`src/rtl/e32_host_controller_if.sv`:
```
// Byte-stream link between the E32 host controller (master) and its UART (slave).
interface e32_host_controller_if #(
  parameter int DATA_WIDTH = 8
) ();
  logic [DATA_WIDTH-1:0] tx_data;
  logic                  tx_valid;
  logic                  tx_ready;
  logic [DATA_WIDTH-1:0] rx_data;
  logic                  rx_valid;

  modport master (output tx_data, tx_valid, input tx_ready, rx_data, rx_valid);
  modport slave  (input tx_data, tx_valid, output tx_ready, rx_data, rx_valid);
endinterface

```
`src/rtl/e32_host_controller.sv`:
```
// E32 transceiver host initiator: enters program mode, writes or reads the 5-byte
// configuration over the UART byte stream, checks the reply and restores mode 0.
module e32_host_controller #(
  parameter int                    DATA_WIDTH       = 8,
  parameter logic [DATA_WIDTH-1:0] HEAD_WRITE       = 8'hC0,
  parameter logic [DATA_WIDTH-1:0] RET_CONFIG_CMD   = 8'hC1,
  parameter int                    AUX_GUARD_CYCLES = 5000,
  parameter int                    AUX_TIMEOUT      = 1500000,
  parameter int                    RESP_TIMEOUT     = 100000
) (
  input  logic                      device_clk,
  input  logic                      rst,
  input  logic                      cmd_start,
  input  logic                      cmd_op,
  input  logic [5*DATA_WIDTH-1:0]   cfg_in,
  input  logic                      AUX,
  output logic                      M0,
  output logic                      M1,
  e32_host_controller_if.master     uart,
  output logic                      busy,
  output logic                      done,
  output logic [1:0]                error,
  output logic [5*DATA_WIDTH-1:0]   cfg_out
);
  localparam int DW     = DATA_WIDTH;
  localparam int MAX_AG = (AUX_TIMEOUT > AUX_GUARD_CYCLES) ? AUX_TIMEOUT : AUX_GUARD_CYCLES;
  localparam int MAX_T  = (MAX_AG > RESP_TIMEOUT) ? MAX_AG : RESP_TIMEOUT;
  localparam int CNT_W  = $clog2(MAX_T + 1);

  localparam logic [CNT_W-1:0] AUX_LIM   = CNT_W'(AUX_TIMEOUT - 1);
  localparam logic [CNT_W-1:0] GUARD_LIM = CNT_W'(AUX_GUARD_CYCLES - 1);
  localparam logic [CNT_W-1:0] RESP_LIM  = CNT_W'(RESP_TIMEOUT - 1);
  localparam logic [CNT_W-1:0] CNT_MAX   = '1;

  typedef enum logic [3:0] {
    S_IDLE, S_SET_PROG, S_WAIT_AUX_P, S_GUARD_P, S_SEND,
    S_RECV, S_RESTORE, S_WAIT_AUX_N, S_GUARD_N, S_FINISH
  } state_t;

  typedef enum logic [1:0] {ERR_OK, ERR_AUX, ERR_MISMATCH, ERR_RESP} err_t;

  state_t             state, state_next;
  err_t               err_q;
  logic               aux_meta, aux_sync;
  logic [CNT_W-1:0]   timer;
  logic [2:0]         byte_idx;
  logic               op_lat;
  logic [5*DW-1:0]    cfg_lat;
  logic [4*DW-1:0]    rx_payload;
  logic [DW-1:0]      cfg_byte, tx_byte;
  logic               rx_mismatch, tx_fire, rx_take;
  logic               aux_hit, guard_hit, resp_hit;
  logic [2:0]         last_tx;

  assign error = err_q;

  // Payload byte addressed by byte_idx 1..5 (ADDH first); doubles as the echo reference.
  always_comb begin
    cfg_byte = '0;
    case (byte_idx)
      3'd1:    cfg_byte = cfg_lat[5*DW-1 -: DW];
      3'd2:    cfg_byte = cfg_lat[4*DW-1 -: DW];
      3'd3:    cfg_byte = cfg_lat[3*DW-1 -: DW];
      3'd4:    cfg_byte = cfg_lat[2*DW-1 -: DW];
      3'd5:    cfg_byte = cfg_lat[DW-1 -: DW];
      default: cfg_byte = '0;
    endcase
  end

  assign tx_byte     = op_lat ? RET_CONFIG_CMD : ((byte_idx == 3'd0) ? HEAD_WRITE : cfg_byte);
  assign rx_mismatch = (byte_idx == 3'd0) ? (uart.rx_data != HEAD_WRITE)
                                          : (!op_lat && (uart.rx_data != cfg_byte));
  assign last_tx     = op_lat ? 3'd2 : 3'd5;
  assign tx_fire     = (state == S_SEND) && uart.tx_ready;
  assign rx_take     = (state == S_RECV) && uart.rx_valid;
  assign aux_hit     = (timer == AUX_LIM);
  assign guard_hit   = (timer == GUARD_LIM);
  assign resp_hit    = (timer == RESP_LIM);

  always_ff @(posedge device_clk) begin
    if (rst) state <= S_IDLE;
    else     state <= state_next;
  end

  // NOTE: every output of this block gets a default first, so no path can infer a latch.
  always_comb begin
    state_next    = state;
    uart.tx_valid = 1'b0;
    uart.tx_data  = '0;
    busy          = 1'b1;
    done          = 1'b0;
    case (state)
      S_IDLE: begin
        busy = 1'b0;
        if (cmd_start) state_next = S_SET_PROG;
      end
      S_SET_PROG: state_next = S_WAIT_AUX_P;
      S_WAIT_AUX_P: begin
        if (aux_sync)     state_next = S_GUARD_P;
        else if (aux_hit) state_next = S_RESTORE;
      end
      S_GUARD_P: begin
        if (!aux_sync)      state_next = S_WAIT_AUX_P;
        else if (guard_hit) state_next = S_SEND;
      end
      S_SEND: begin
        uart.tx_valid = 1'b1;
        uart.tx_data  = tx_byte;
        if (tx_fire && (byte_idx == last_tx)) state_next = S_RECV;
      end
      S_RECV: begin
        if (rx_take) begin
          if (byte_idx == 3'd5) state_next = S_RESTORE;
        end else if (resp_hit) begin
          state_next = S_RESTORE;
        end
      end
      S_RESTORE: state_next = S_WAIT_AUX_N;
      S_WAIT_AUX_N: begin
        if (aux_sync)     state_next = S_GUARD_N;
        else if (aux_hit) state_next = S_FINISH;
      end
      S_GUARD_N: begin
        if (!aux_sync)      state_next = S_WAIT_AUX_N;
        else if (guard_hit) state_next = S_FINISH;
      end
      S_FINISH: begin
        busy       = 1'b0;
        done       = 1'b1;
        state_next = S_IDLE;
      end
      default: state_next = S_IDLE;
    endcase
  end

  // NOTE: sequential state uses non-blocking assignments so every flop samples pre-edge values.
  always_ff @(posedge device_clk) begin
    if (rst) begin
      aux_meta <= 1'b0;
      aux_sync <= 1'b0;
      timer    <= '0;
      byte_idx <= '0;
      err_q    <= ERR_OK;
      cfg_out  <= '0;
      M1       <= 1'b0;
      M0       <= 1'b0;
    end else begin
      aux_meta <= AUX;
      aux_sync <= aux_meta;

      // One shared timer: each waiting state starts from zero; a received byte restarts the gap.
      if ((state_next != state) || rx_take) timer <= '0;
      else if (timer != CNT_MAX)            timer <= timer + 1'b1;

      if (state_next != state)     byte_idx <= '0;
      else if (tx_fire || rx_take) byte_idx <= byte_idx + 1'b1;

      case (state)
        S_IDLE:       if (cmd_start) err_q <= ERR_OK;
        S_SET_PROG:   {M1, M0} <= 2'b11;
        S_WAIT_AUX_P: if (!aux_sync && aux_hit) err_q <= ERR_AUX;
        S_WAIT_AUX_N: if (!aux_sync && aux_hit && (err_q == ERR_OK)) err_q <= ERR_AUX;
        S_RECV: begin
          if (rx_take) begin
            if (rx_mismatch) err_q <= ERR_MISMATCH;
            if ((byte_idx == 3'd5) && (err_q == ERR_OK) && !rx_mismatch)
              cfg_out <= {rx_payload, uart.rx_data};
          end else if (resp_hit) begin
            err_q <= ERR_RESP;
          end
        end
        S_RESTORE:    {M1, M0} <= 2'b00;
        default:      ;
      endcase
    end
  end

  // NOTE: pure data registers skip reset; each is written before any state reads it.
  always_ff @(posedge device_clk) begin
    if ((state == S_IDLE) && cmd_start) begin
      op_lat  <= cmd_op;
      cfg_lat <= cfg_in;
    end
    if (rx_take) rx_payload <= {rx_payload[3*DW-1:0], uart.rx_data};
  end
endmodule

```
`src/flat_wrapper.sv`:
```
// flat-port wrapper written by rule: the top's interface ports become plain ports
module e32_host_controller_flat 
#(
  parameter int                    DATA_WIDTH       = 8,
  parameter logic [DATA_WIDTH-1:0] HEAD_WRITE       = 8'hC0,
  parameter logic [DATA_WIDTH-1:0] RET_CONFIG_CMD   = 8'hC1,
  parameter int                    AUX_GUARD_CYCLES = 5000,
  parameter int                    AUX_TIMEOUT      = 1500000,
  parameter int                    RESP_TIMEOUT     = 100000
)
  (device_clk, rst, cmd_start, cmd_op, cfg_in, AUX, M0, M1, busy, done, error, cfg_out, uart_tx_data, uart_tx_valid, uart_tx_ready, uart_rx_data, uart_rx_valid);
  e32_host_controller_if #(.DATA_WIDTH(DATA_WIDTH)) uart_i ();
  input  logic device_clk;
  input  logic rst;
  input  logic cmd_start;
  input  logic cmd_op;
  input  logic [5*DATA_WIDTH-1:0] cfg_in;
  input  logic AUX;
  output logic M0;
  output logic M1;
  output logic busy;
  output logic done;
  output logic [1:0] error;
  output logic [5*DATA_WIDTH-1:0] cfg_out;
  output wire logic [$bits(uart_i.tx_data)-1:0] uart_tx_data;
  output wire logic [$bits(uart_i.tx_valid)-1:0] uart_tx_valid;
  input wire logic [$bits(uart_i.tx_ready)-1:0] uart_tx_ready;
  input wire logic [$bits(uart_i.rx_data)-1:0] uart_rx_data;
  input wire logic [$bits(uart_i.rx_valid)-1:0] uart_rx_valid;
  assign uart_tx_data = uart_i.tx_data;
  assign uart_tx_valid = uart_i.tx_valid;
  assign uart_i.tx_ready = uart_tx_ready;
  assign uart_i.rx_data = uart_rx_data;
  assign uart_i.rx_valid = uart_rx_valid;
  e32_host_controller #(.DATA_WIDTH(DATA_WIDTH), .HEAD_WRITE(HEAD_WRITE), .RET_CONFIG_CMD(RET_CONFIG_CMD), .AUX_GUARD_CYCLES(AUX_GUARD_CYCLES), .AUX_TIMEOUT(AUX_TIMEOUT), .RESP_TIMEOUT(RESP_TIMEOUT)) u_core (.device_clk(device_clk), .rst(rst), .cmd_start(cmd_start), .cmd_op(cmd_op), .cfg_in(cfg_in), .AUX(AUX), .M0(M0), .M1(M1), .uart(uart_i), .busy(busy), .done(done), .error(error), .cfg_out(cfg_out));
endmodule
```
`config.mk`:
```
export PLATFORM = sky130hd
export DESIGN_NAME = e32_host_controller_flat
export DESIGN_NICKNAME = d
export VERILOG_FILES = /design/src/rtl/e32_host_controller_if.sv /design/src/rtl/e32_host_controller.sv /design/src/flat_wrapper.sv
export SDC_FILE = /design/constraint.sdc
export NUM_CORES = 1
export LEC_CHECK = 0
export CAP_MARGIN = 20
export CORE_UTILIZATION = 50
export CTS_CLUSTER_DIAMETER = 50
export DETAILED_ROUTE_END_ITERATION = 6
export PLACE_DENSITY = 0.87
export RECOVER_POWER = 100
export SLEW_MARGIN = 20
export SYNTH_ARGS = -nofsm -noshare
export SYNTH_HDL_FRONTEND = slang
export SYNTH_SLANG_ARGS = --single-unit
```
`constraint.sdc`:
```
create_clock -name device_clk -period 3.7 [get_ports device_clk]
set_input_delay 0.555 -clock device_clk [delete_from_list [all_inputs] [get_ports device_clk]]
set_output_delay 0.555 -clock device_clk [all_outputs]
set_load 0.02 [all_outputs]
```
# Word level (Yosys, flattened, before mapping)
# Index checks and enable logic that the tools add are counted.
[word_totals]
ff_bits = 146
input_bits = 55
word_cells = 95
output_inout_bits = 55
[classes]
eq_ne = 27
mux = 31
addsub = 2
n_reduce_logical = 24
[op_table]
columns = ["cell", "n"]
rows = [
  ["two-way mux 4 bit", 13],
  ["one-hot mux 8 bit (5 select lines)", 1],
  ["one-hot mux 4 bit (9 select lines)", 1],
  ["two-way mux 8 bit", 3],
  ["adder 21 x 1 -> 21 bit, second input constant", 1],
  ["== test 21 x 13 -> 1 bit, second input constant", 1],
  ["== test 21 x 17 -> 1 bit, second input constant", 1],
  ["== test 21 bit, second input constant", 1],
  ["!= test 21 bit, second input constant", 1],
  ["== test 4 x 3 -> 1 bit, second input constant", 4],
  ["two-way mux 2 bit", 6],
  ["logical AND 1 bit", 9],
  ["== test 4 x 2 -> 1 bit, second input constant", 2],
  ["== test 4 bit, second input constant", 2],
  ["!= test 8 bit", 1],
  ["!= test 8 bit, second input constant", 1],
  ["one-hot mux 2 bit (4 select lines)", 1],
  ["== test 3 x 2 -> 1 bit, second input constant", 2],
  ["== test 3 bit, second input constant", 2],
  ["AND reduction 6 bit", 1],
  ["OR reduction 2 bit", 3],
  ["== test 4 x 1 -> 1 bit, second input constant", 1],
  ["logical NOT 4 bit", 1],
  ["two-way mux 1 bit", 4],
  ["17 further kinds", 21],
]

# Logic depth before layout (Yosys ltp)
[depth]
depth_word = 8
mapped_depth = 12
ltp_nobuf = 9

# Least setup slack after synthesis
# Ideal clock, no wire load.
[synth_timing]
kind = "register to register"
from = "register u_core.state[3]"
to = "register u_core.rx_payload[0] (enable)"
setup_ps = 417
setup_slack_ps = 923
t_arrival_ps = 2361
synth_period_minus_slack_ps = 2777
path_buffers = 2
required_time_ps = 3283
stages_incl_launch_ff = 6
path_cell_list = "dfxtp_1 > clkbuf_1 > nor4bb_1 > nand2_1 > clkinv_1 > buf_1"
[synth_between]
elab_chain_len = 2
[synth_rtl]
columns = ["item", "line_no", "source"]
rows = [
  ["from (decl)", "e32_host_controller.sv:42", "state_t state, state_next;"],
  ["from (signal assigned)", "e32_host_controller.sv:82", "else state <= state_next;"],
  ["== test 4 x 3 -> 1 bit", "e32_host_controller.sv:75", "assign rx_take = (state == S_RECV) && uart.rx_valid;"],
  ["logical AND 1 bit", "e32_host_controller.sv:75", ""],
  ["to (signal assigned)", "e32_host_controller.sv:184", "if (rx_take) rx_payload <= {rx_payload[3*DW-1:0], uart.rx_data};"],
  ["to (decl)", "e32_host_controller.sv:49", "logic [4*DW-1:0] rx_payload;"],
]
# No other way between the ends.
# A chain may end at the register's enable or synchronous reset.

# Worst setup path in the final report
[layout_timing]
from = "register u_core.byte_idx[1]"
to = "output uart_tx_data[0]"
[layout_between]
elab_chain_len = 5
elab_cells_between_ends = 10
cone_classes = "eq/ne (5); mux (4); reduce/logical (1)"
[layout_rtl]
columns = ["item", "line_no", "source"]
rows = [
  ["from (decl)", "e32_host_controller.sv:46", "logic [2:0] byte_idx;"],
  ["from (signal assigned)", "e32_host_controller.sv:156", "else if (tx_fire || rx_take) byte_idx <= byte_idx + 1'b1;"],
  ["== test 3 bit (tied with other cells)", "e32_host_controller.sv:60", "case (byte_idx)"],
  ["one-hot mux 8 bit (5 select lines)", "e32_host_controller.sv:60", ""],
  ["two-way mux 8 bit (*) (2 in series)", "e32_host_controller.sv:70", "assign tx_byte = op_lat ? RET_CONFIG_CMD : ((byte_idx == 3'd0) ? HEAD_WRITE : cfg_byte);"],
  ["two-way mux 8 bit (*)", "e32_host_controller.sv:92", "case (state)"],
  ["to (decl)", "flat_wrapper.sv:25", "output wire logic [$bits(uart_i.tx_data)-1:0] uart_tx_data;"],
]
# Every way passes the cells marked *; elsewhere a longest branch is shown, timed or not.

==> summary.md <==
The logs give 778 for the count of nets after finishing and 22.4% for the total track usage. The family with the most delay on the worst path is buffers and inverters. The synthesized netlist devotes 9.33% of its cell area to compound gates. For this run, the detailed router's first-pass iteration total came to 6. The run finished, with violations left.

The critical-path maximum fanout is 16. Main combinational cell family by area after synthesis: simple AND/OR/NAND/NOR gates. In this run, CTS created clock tree buffers numbering 17. Counting distinct cell types in the post-synthesis netlist gives 64. Summing the sequential cell areas from Yosys gives 53.6% of the chip area. The number of cells produced by synthesis is 617. The clock-pin slew reported for the worst setup and hold paths after clock tree synthesis works out to 60 ps. Averaged over all synthesized cells, the footprint is 11.0 µm². The initialized floorplan defines 42 standard-cell rows.

In the final routed layout, each cell accounts on average for 16.8 µm. The fraction of synthesized cell area taken by the top area cell type was 32.2%. The initial utilization of the core area, before any placement, comes to 51.4%. Buffers placed on the I/O ports in this run total 109. The synthesized design spends more area on one cell type than any other, namely sky130_fd_sc_hd__edfxtp_1. The tools report the number of antenna violations at the first check in global routing as 0. During I/O placement, the number of pins put on the boundary was 110.

The final critical path takes up 93.5% of the cycle. Walking the worst path, the cells encountered are inv_1, ha_1, a22oi_1, a21oi_1, nor2_1, a31oi_1, nor2_1, nor2_1, clkdlybuf4s50_1. The logs give 0 for the number of inserted diodes and 0 for the number of buffers inserted to repair setup after CTS. Standard cell core area: 13200 µm². For the post-synthesis instance area, the log shows 6810 µm². The kind of path behind the tightest hold check is register to register. TritonCTS built the clock tree. Xor/xnor share of the synthesized area: 3.07%. The number of global-route vias before repair came out at 5068. Measured against the total synthesized area, the mux share comes to 5.62%. For this design, the CTS-stage hold fixing added 0 buffers. The largest buffer count on any clock path is 2. The full die area is 14100 µm², and the signed area change from the synthesized netlist to the final layout is 23.5%.

Headroom to the max-slew limit came out at -36.8%. The clock tree root buffer cell is sky130_fd_sc_hd__clkbuf_16. The congestion estimate from routability-driven global placement came to 0.896. The die is 119 µm tall. The worst hold path passes through 0 cells. The analysis attributes to cell leakage a power of 2.94 nW. The number of H-tree levels was 4; the count of buffer and inverter cells on the critical path was 2. Data on the critical path is required at its endpoint by 3140 ps. Net count after synthesis: 678. The smallest clock period supported by the final layout is computed as 3460 ps. Once detailed placement completed, the half-perimeter wirelength came to 10.5 mm. The number of hold violations in the final report was 0; the final global-route overflow total was 0.

In the synthesized netlist the dominant register cell turns out to be sky130_fd_sc_hd__edfxtp_1. The pin count of the biggest net entering global routing is 57, and the overall power after layout is 3.59 mW. The checks that failed: capacitance limit, slew limit. In this run the power density over the cells is 427 nW/µm². At the pin with the least slew margin, the transition time is 2050 ps. In the final layout, the multi-input gates occupy 2790 µm². The footprint of the flip-flops and latches was 3650 µm². For the via count, the log shows 5171. Yosys printed 0 warnings. The worst setup path is captured at an output port. In this run the remaining antenna-violating nets after routing total 0. The run gives 2910 ps as the data arrival time of the critical path. The first global-routing pass estimated 24.8 mm of wire. Setup repair after global routing left no endpoint under its margin.

Setup skew after layout: 9.19 ps. The share of async-settable or async-resettable flops after synthesis was 0%. Yosys mapped a number of flops with a built-in enable equal to 73. STA classifies the critical path startpoint as a register. In this run, post-CTS repair resized a total of 0 instances. Counting stages on the worst path, the most repeated cell is sky130_fd_sc_hd__nor2_1. The delay contributed by the slowest stage of the critical path was 640 ps; the clock insertion delay at the later pin of the skew report was 420 ps. Setup violations remaining at the end of the flow were counted as 0. The basic-gate share of the synthesized area counting and, or, nand and nor cells is 23.8%, and the final max-slew violation count is 42. Among all stages on the critical path, the largest delay is contributed by sky130_fd_sc_hd__clkdlybuf4s50_1. Sink count of the clock tree: 146. Ranked by total cell area, the synthesized netlist is headed by sky130_fd_sc_hd__edfxtp_1 (32%), sky130_fd_sc_hd__dfxtp_1 (21%), sky130_fd_sc_hd__nand2b_1 (6.5%). The maximum operating frequency is 289 MHz. Path type of the worst setup path: register to output port.

The routed wire length was 15.2 mm. The number of cells on the worst reg-to-reg path is 11. The tightest hold path in the finished design has a slack of 448 ps.

The filler cells instantiated in the layout total 1026. Post-route core utilization: 63.5%. In this run the number of cells on the critical path is 9.

After detailed routing, the number of remaining DRC violations is 0. The detailed router finished its first iteration with 446 violations. The aggregate negative setup slack was 0 ps; the horizontal die dimension was 119 µm. Across the VDD grid, the largest voltage drop is 0.328 mV. The share of cells above drive strength 1 is 6.44%. Using the TritonRoute via totals, the vias-per-cell ratio works out to 5.71. In this run, synthesis produced a sequential element count of 146. After Yosys synthesis, full adders, half adders and majority gates account for 1.10% of the synthesized area. For the number of max-cap violations, the log shows 1.
-- layer usage --
metal / routed length [µm] / GRT usage, % / vias up
li1: - / - / 2474
met1: 6460 / 28.2 / 2441
met2: 7390 / 36.1 / 235
met3: 1100 / 6.95 / 21
met4: 272 / 7.99 / 0
met5: 0 / 0 / -
-- placed cells by master (no fill, tap or decap), types with 8 or more instances in the layout --
cell type                       netlist  layout
sky130_fd_sc_hd__nor4_1              12      28
sky130_fd_sc_hd__dfxtp_1             73      73
sky130_fd_sc_hd__nor2b_1              9       9
sky130_fd_sc_hd__o21ai_0             10      10
sky130_fd_sc_hd__edfxtp_1            73      73
sky130_fd_sc_hd__mux2i_1             36      36
sky130_fd_sc_hd__a311o_1              8       8
sky130_fd_sc_hd__clkbuf_1            21       8
sky130_fd_sc_hd__a32oi_1              8       8
sky130_fd_sc_hd__and3_1              11      11
sky130_fd_sc_hd__nand2_1             37      37
sky130_fd_sc_hd__xnor2_1             13      13
sky130_fd_sc_hd__a22oi_1              9       9
sky130_fd_sc_hd__nor2_1              39      39
sky130_fd_sc_hd__nand3_1             24      24
sky130_fd_sc_hd__a21oi_1             23      24
sky130_fd_sc_hd__dlygate4sd3_1        0     103
sky130_fd_sc_hd__xor2_1               9       9
sky130_fd_sc_hd__clkbuf_16            0      17
sky130_fd_sc_hd__buf_4                1       8
sky130_fd_sc_hd__inv_1                8       8
sky130_fd_sc_hd__nor3_1              16      16
sky130_fd_sc_hd__nand2b_1            71      71
-- cell type report --
cell class                      instances  share of cell area, %
Clock buffer                           25                   5.65
Clock inverter                          7                  0.922
Inverter                                9                  0.401
Multi-Input combinational cell        423                   33.2
Sequential cell                       146                   43.4
Tap cell                              176                   2.62
Timing Repair Buffer                  120                   13.8
-- power by group --
| part | switching [mW] | internal (mW) | leakage [nW] |
|---|---|---|---|
| Combinational | 0.118 | 0.0953 | 1.41 |
| Clock | 0.634 | 0.965 | 0.266 |
| Sequential | 0.0289 | 1.75 | 1.27 |
| Total | 0.781 | 2.81 | 2.94 |
-- sequential cells by signal (all words and copies together), names as in the netlist --
| name | cells |
|---|---|
| u_core.cfg_lat | 40 |
| u_core.M0 | 1 |
| u_core.aux_sync | 1 |
| u_core.aux_meta | 1 |
| u_core.timer | 21 |
| u_core.op_lat | 1 |
| u_core.rx_payload | 32 |
| u_core.error | 2 |
| u_core.cfg_out | 40 |
| u_core.byte_idx | 3 |
| u_core.state | 4 |
-- worst register-to-register path, cell delays in order (launching register included) --
cell and delay, ps:
sky130_fd_sc_hd__dfxtp_1 420, sky130_fd_sc_hd__inv_1 100, sky130_fd_sc_hd__ha_1 390, sky130_fd_sc_hd__a32oi_1 340
sky130_fd_sc_hd__o211ai_1 170, sky130_fd_sc_hd__xor2_1 170, sky130_fd_sc_hd__nor4_1 370, sky130_fd_sc_hd__nand4_2 140
sky130_fd_sc_hd__buf_4 220, sky130_fd_sc_hd__a21oi_1 160, sky130_fd_sc_hd__clkbuf_4 550, sky130_fd_sc_hd__mux2i_1 300
-- cell families (layout without fill, tap and decap cells) --
family	count (synthesis)	count (layout)
AND/OR/NAND/NOR	268	268
XOR/XNOR	23	23
flip-flops	146	146
adder cells (fa/ha/maj)	6	6
buffers and inverters	48	161
multiplexers	38	38
AO/OA/AOI/OAI	88	88
-- worst paths after layout --
| check | from | end | slack (ps) |
|---|---|---|---|
| worst min-delay path | u_core.rx_payload[6]$_DFFE_PN_ | u_core.rx_payload[14]$_DFFE_PN_ | 450 |
| worst max-delay path | u_core.byte_idx[1]$_SDFFE_PP0P_ | uart_tx_data[0] | 240 |
| worst max register to register | u_core.byte_idx[1]$_SDFFE_PP0P_ | u_core.cfg_out[11]$_SDFFE_PP0P_ | 270 |
| worst min register to register | u_core.rx_payload[6]$_DFFE_PN_ | u_core.rx_payload[14]$_DFFE_PN_ | 450 |
-- cell usage after synthesis, types with 2 or more instances --
master and instances:
sky130_fd_sc_hd__dfxtp_1 73, sky130_fd_sc_hd__edfxtp_1 73, sky130_fd_sc_hd__nand2b_1 71, sky130_fd_sc_hd__nor2_1 39, sky130_fd_sc_hd__nand2_1 37, sky130_fd_sc_hd__mux2i_1 36
sky130_fd_sc_hd__nand3_1 24, sky130_fd_sc_hd__a21oi_1 23, sky130_fd_sc_hd__clkbuf_1 21, sky130_fd_sc_hd__nor4_2 18, sky130_fd_sc_hd__nor3_1 16, sky130_fd_sc_hd__xnor2_1 13
sky130_fd_sc_hd__nor4_1 12, sky130_fd_sc_hd__and3_1 11, sky130_fd_sc_hd__o21ai_0 10, sky130_fd_sc_hd__a22oi_1 9, sky130_fd_sc_hd__nor2b_1 9, sky130_fd_sc_hd__xor2_1 9
sky130_fd_sc_hd__a311o_1 8, sky130_fd_sc_hd__a32oi_1 8, sky130_fd_sc_hd__inv_1 8, sky130_fd_sc_hd__buf_2 7, sky130_fd_sc_hd__a31oi_1 6, sky130_fd_sc_hd__buf_6 6
sky130_fd_sc_hd__ha_1 6, sky130_fd_sc_hd__o211ai_1 6, sky130_fd_sc_hd__nand4_1 5, sky130_fd_sc_hd__or3_1 5, sky130_fd_sc_hd__buf_1 4, sky130_fd_sc_hd__nor4bb_1 4
sky130_fd_sc_hd__a221oi_1 2, sky130_fd_sc_hd__a41oi_1 2, sky130_fd_sc_hd__and3b_1 2, sky130_fd_sc_hd__and4_1 2, sky130_fd_sc_hd__nor3b_1 2, sky130_fd_sc_hd__nor4b_1 2
-- per-stage QoR --
step / cell area (µm²) / setup slack, ps / cells
floorplan: 6810 / 923 / 617
global placement: 8010 / 765 / 874
detailed placement: 8010 / 657 / 874
CTS: 8560 / 262 / 906
global route: 8410 / 106 / 906
finish: 8410 / 239 / 906
(Power assumes the default switching activity.)
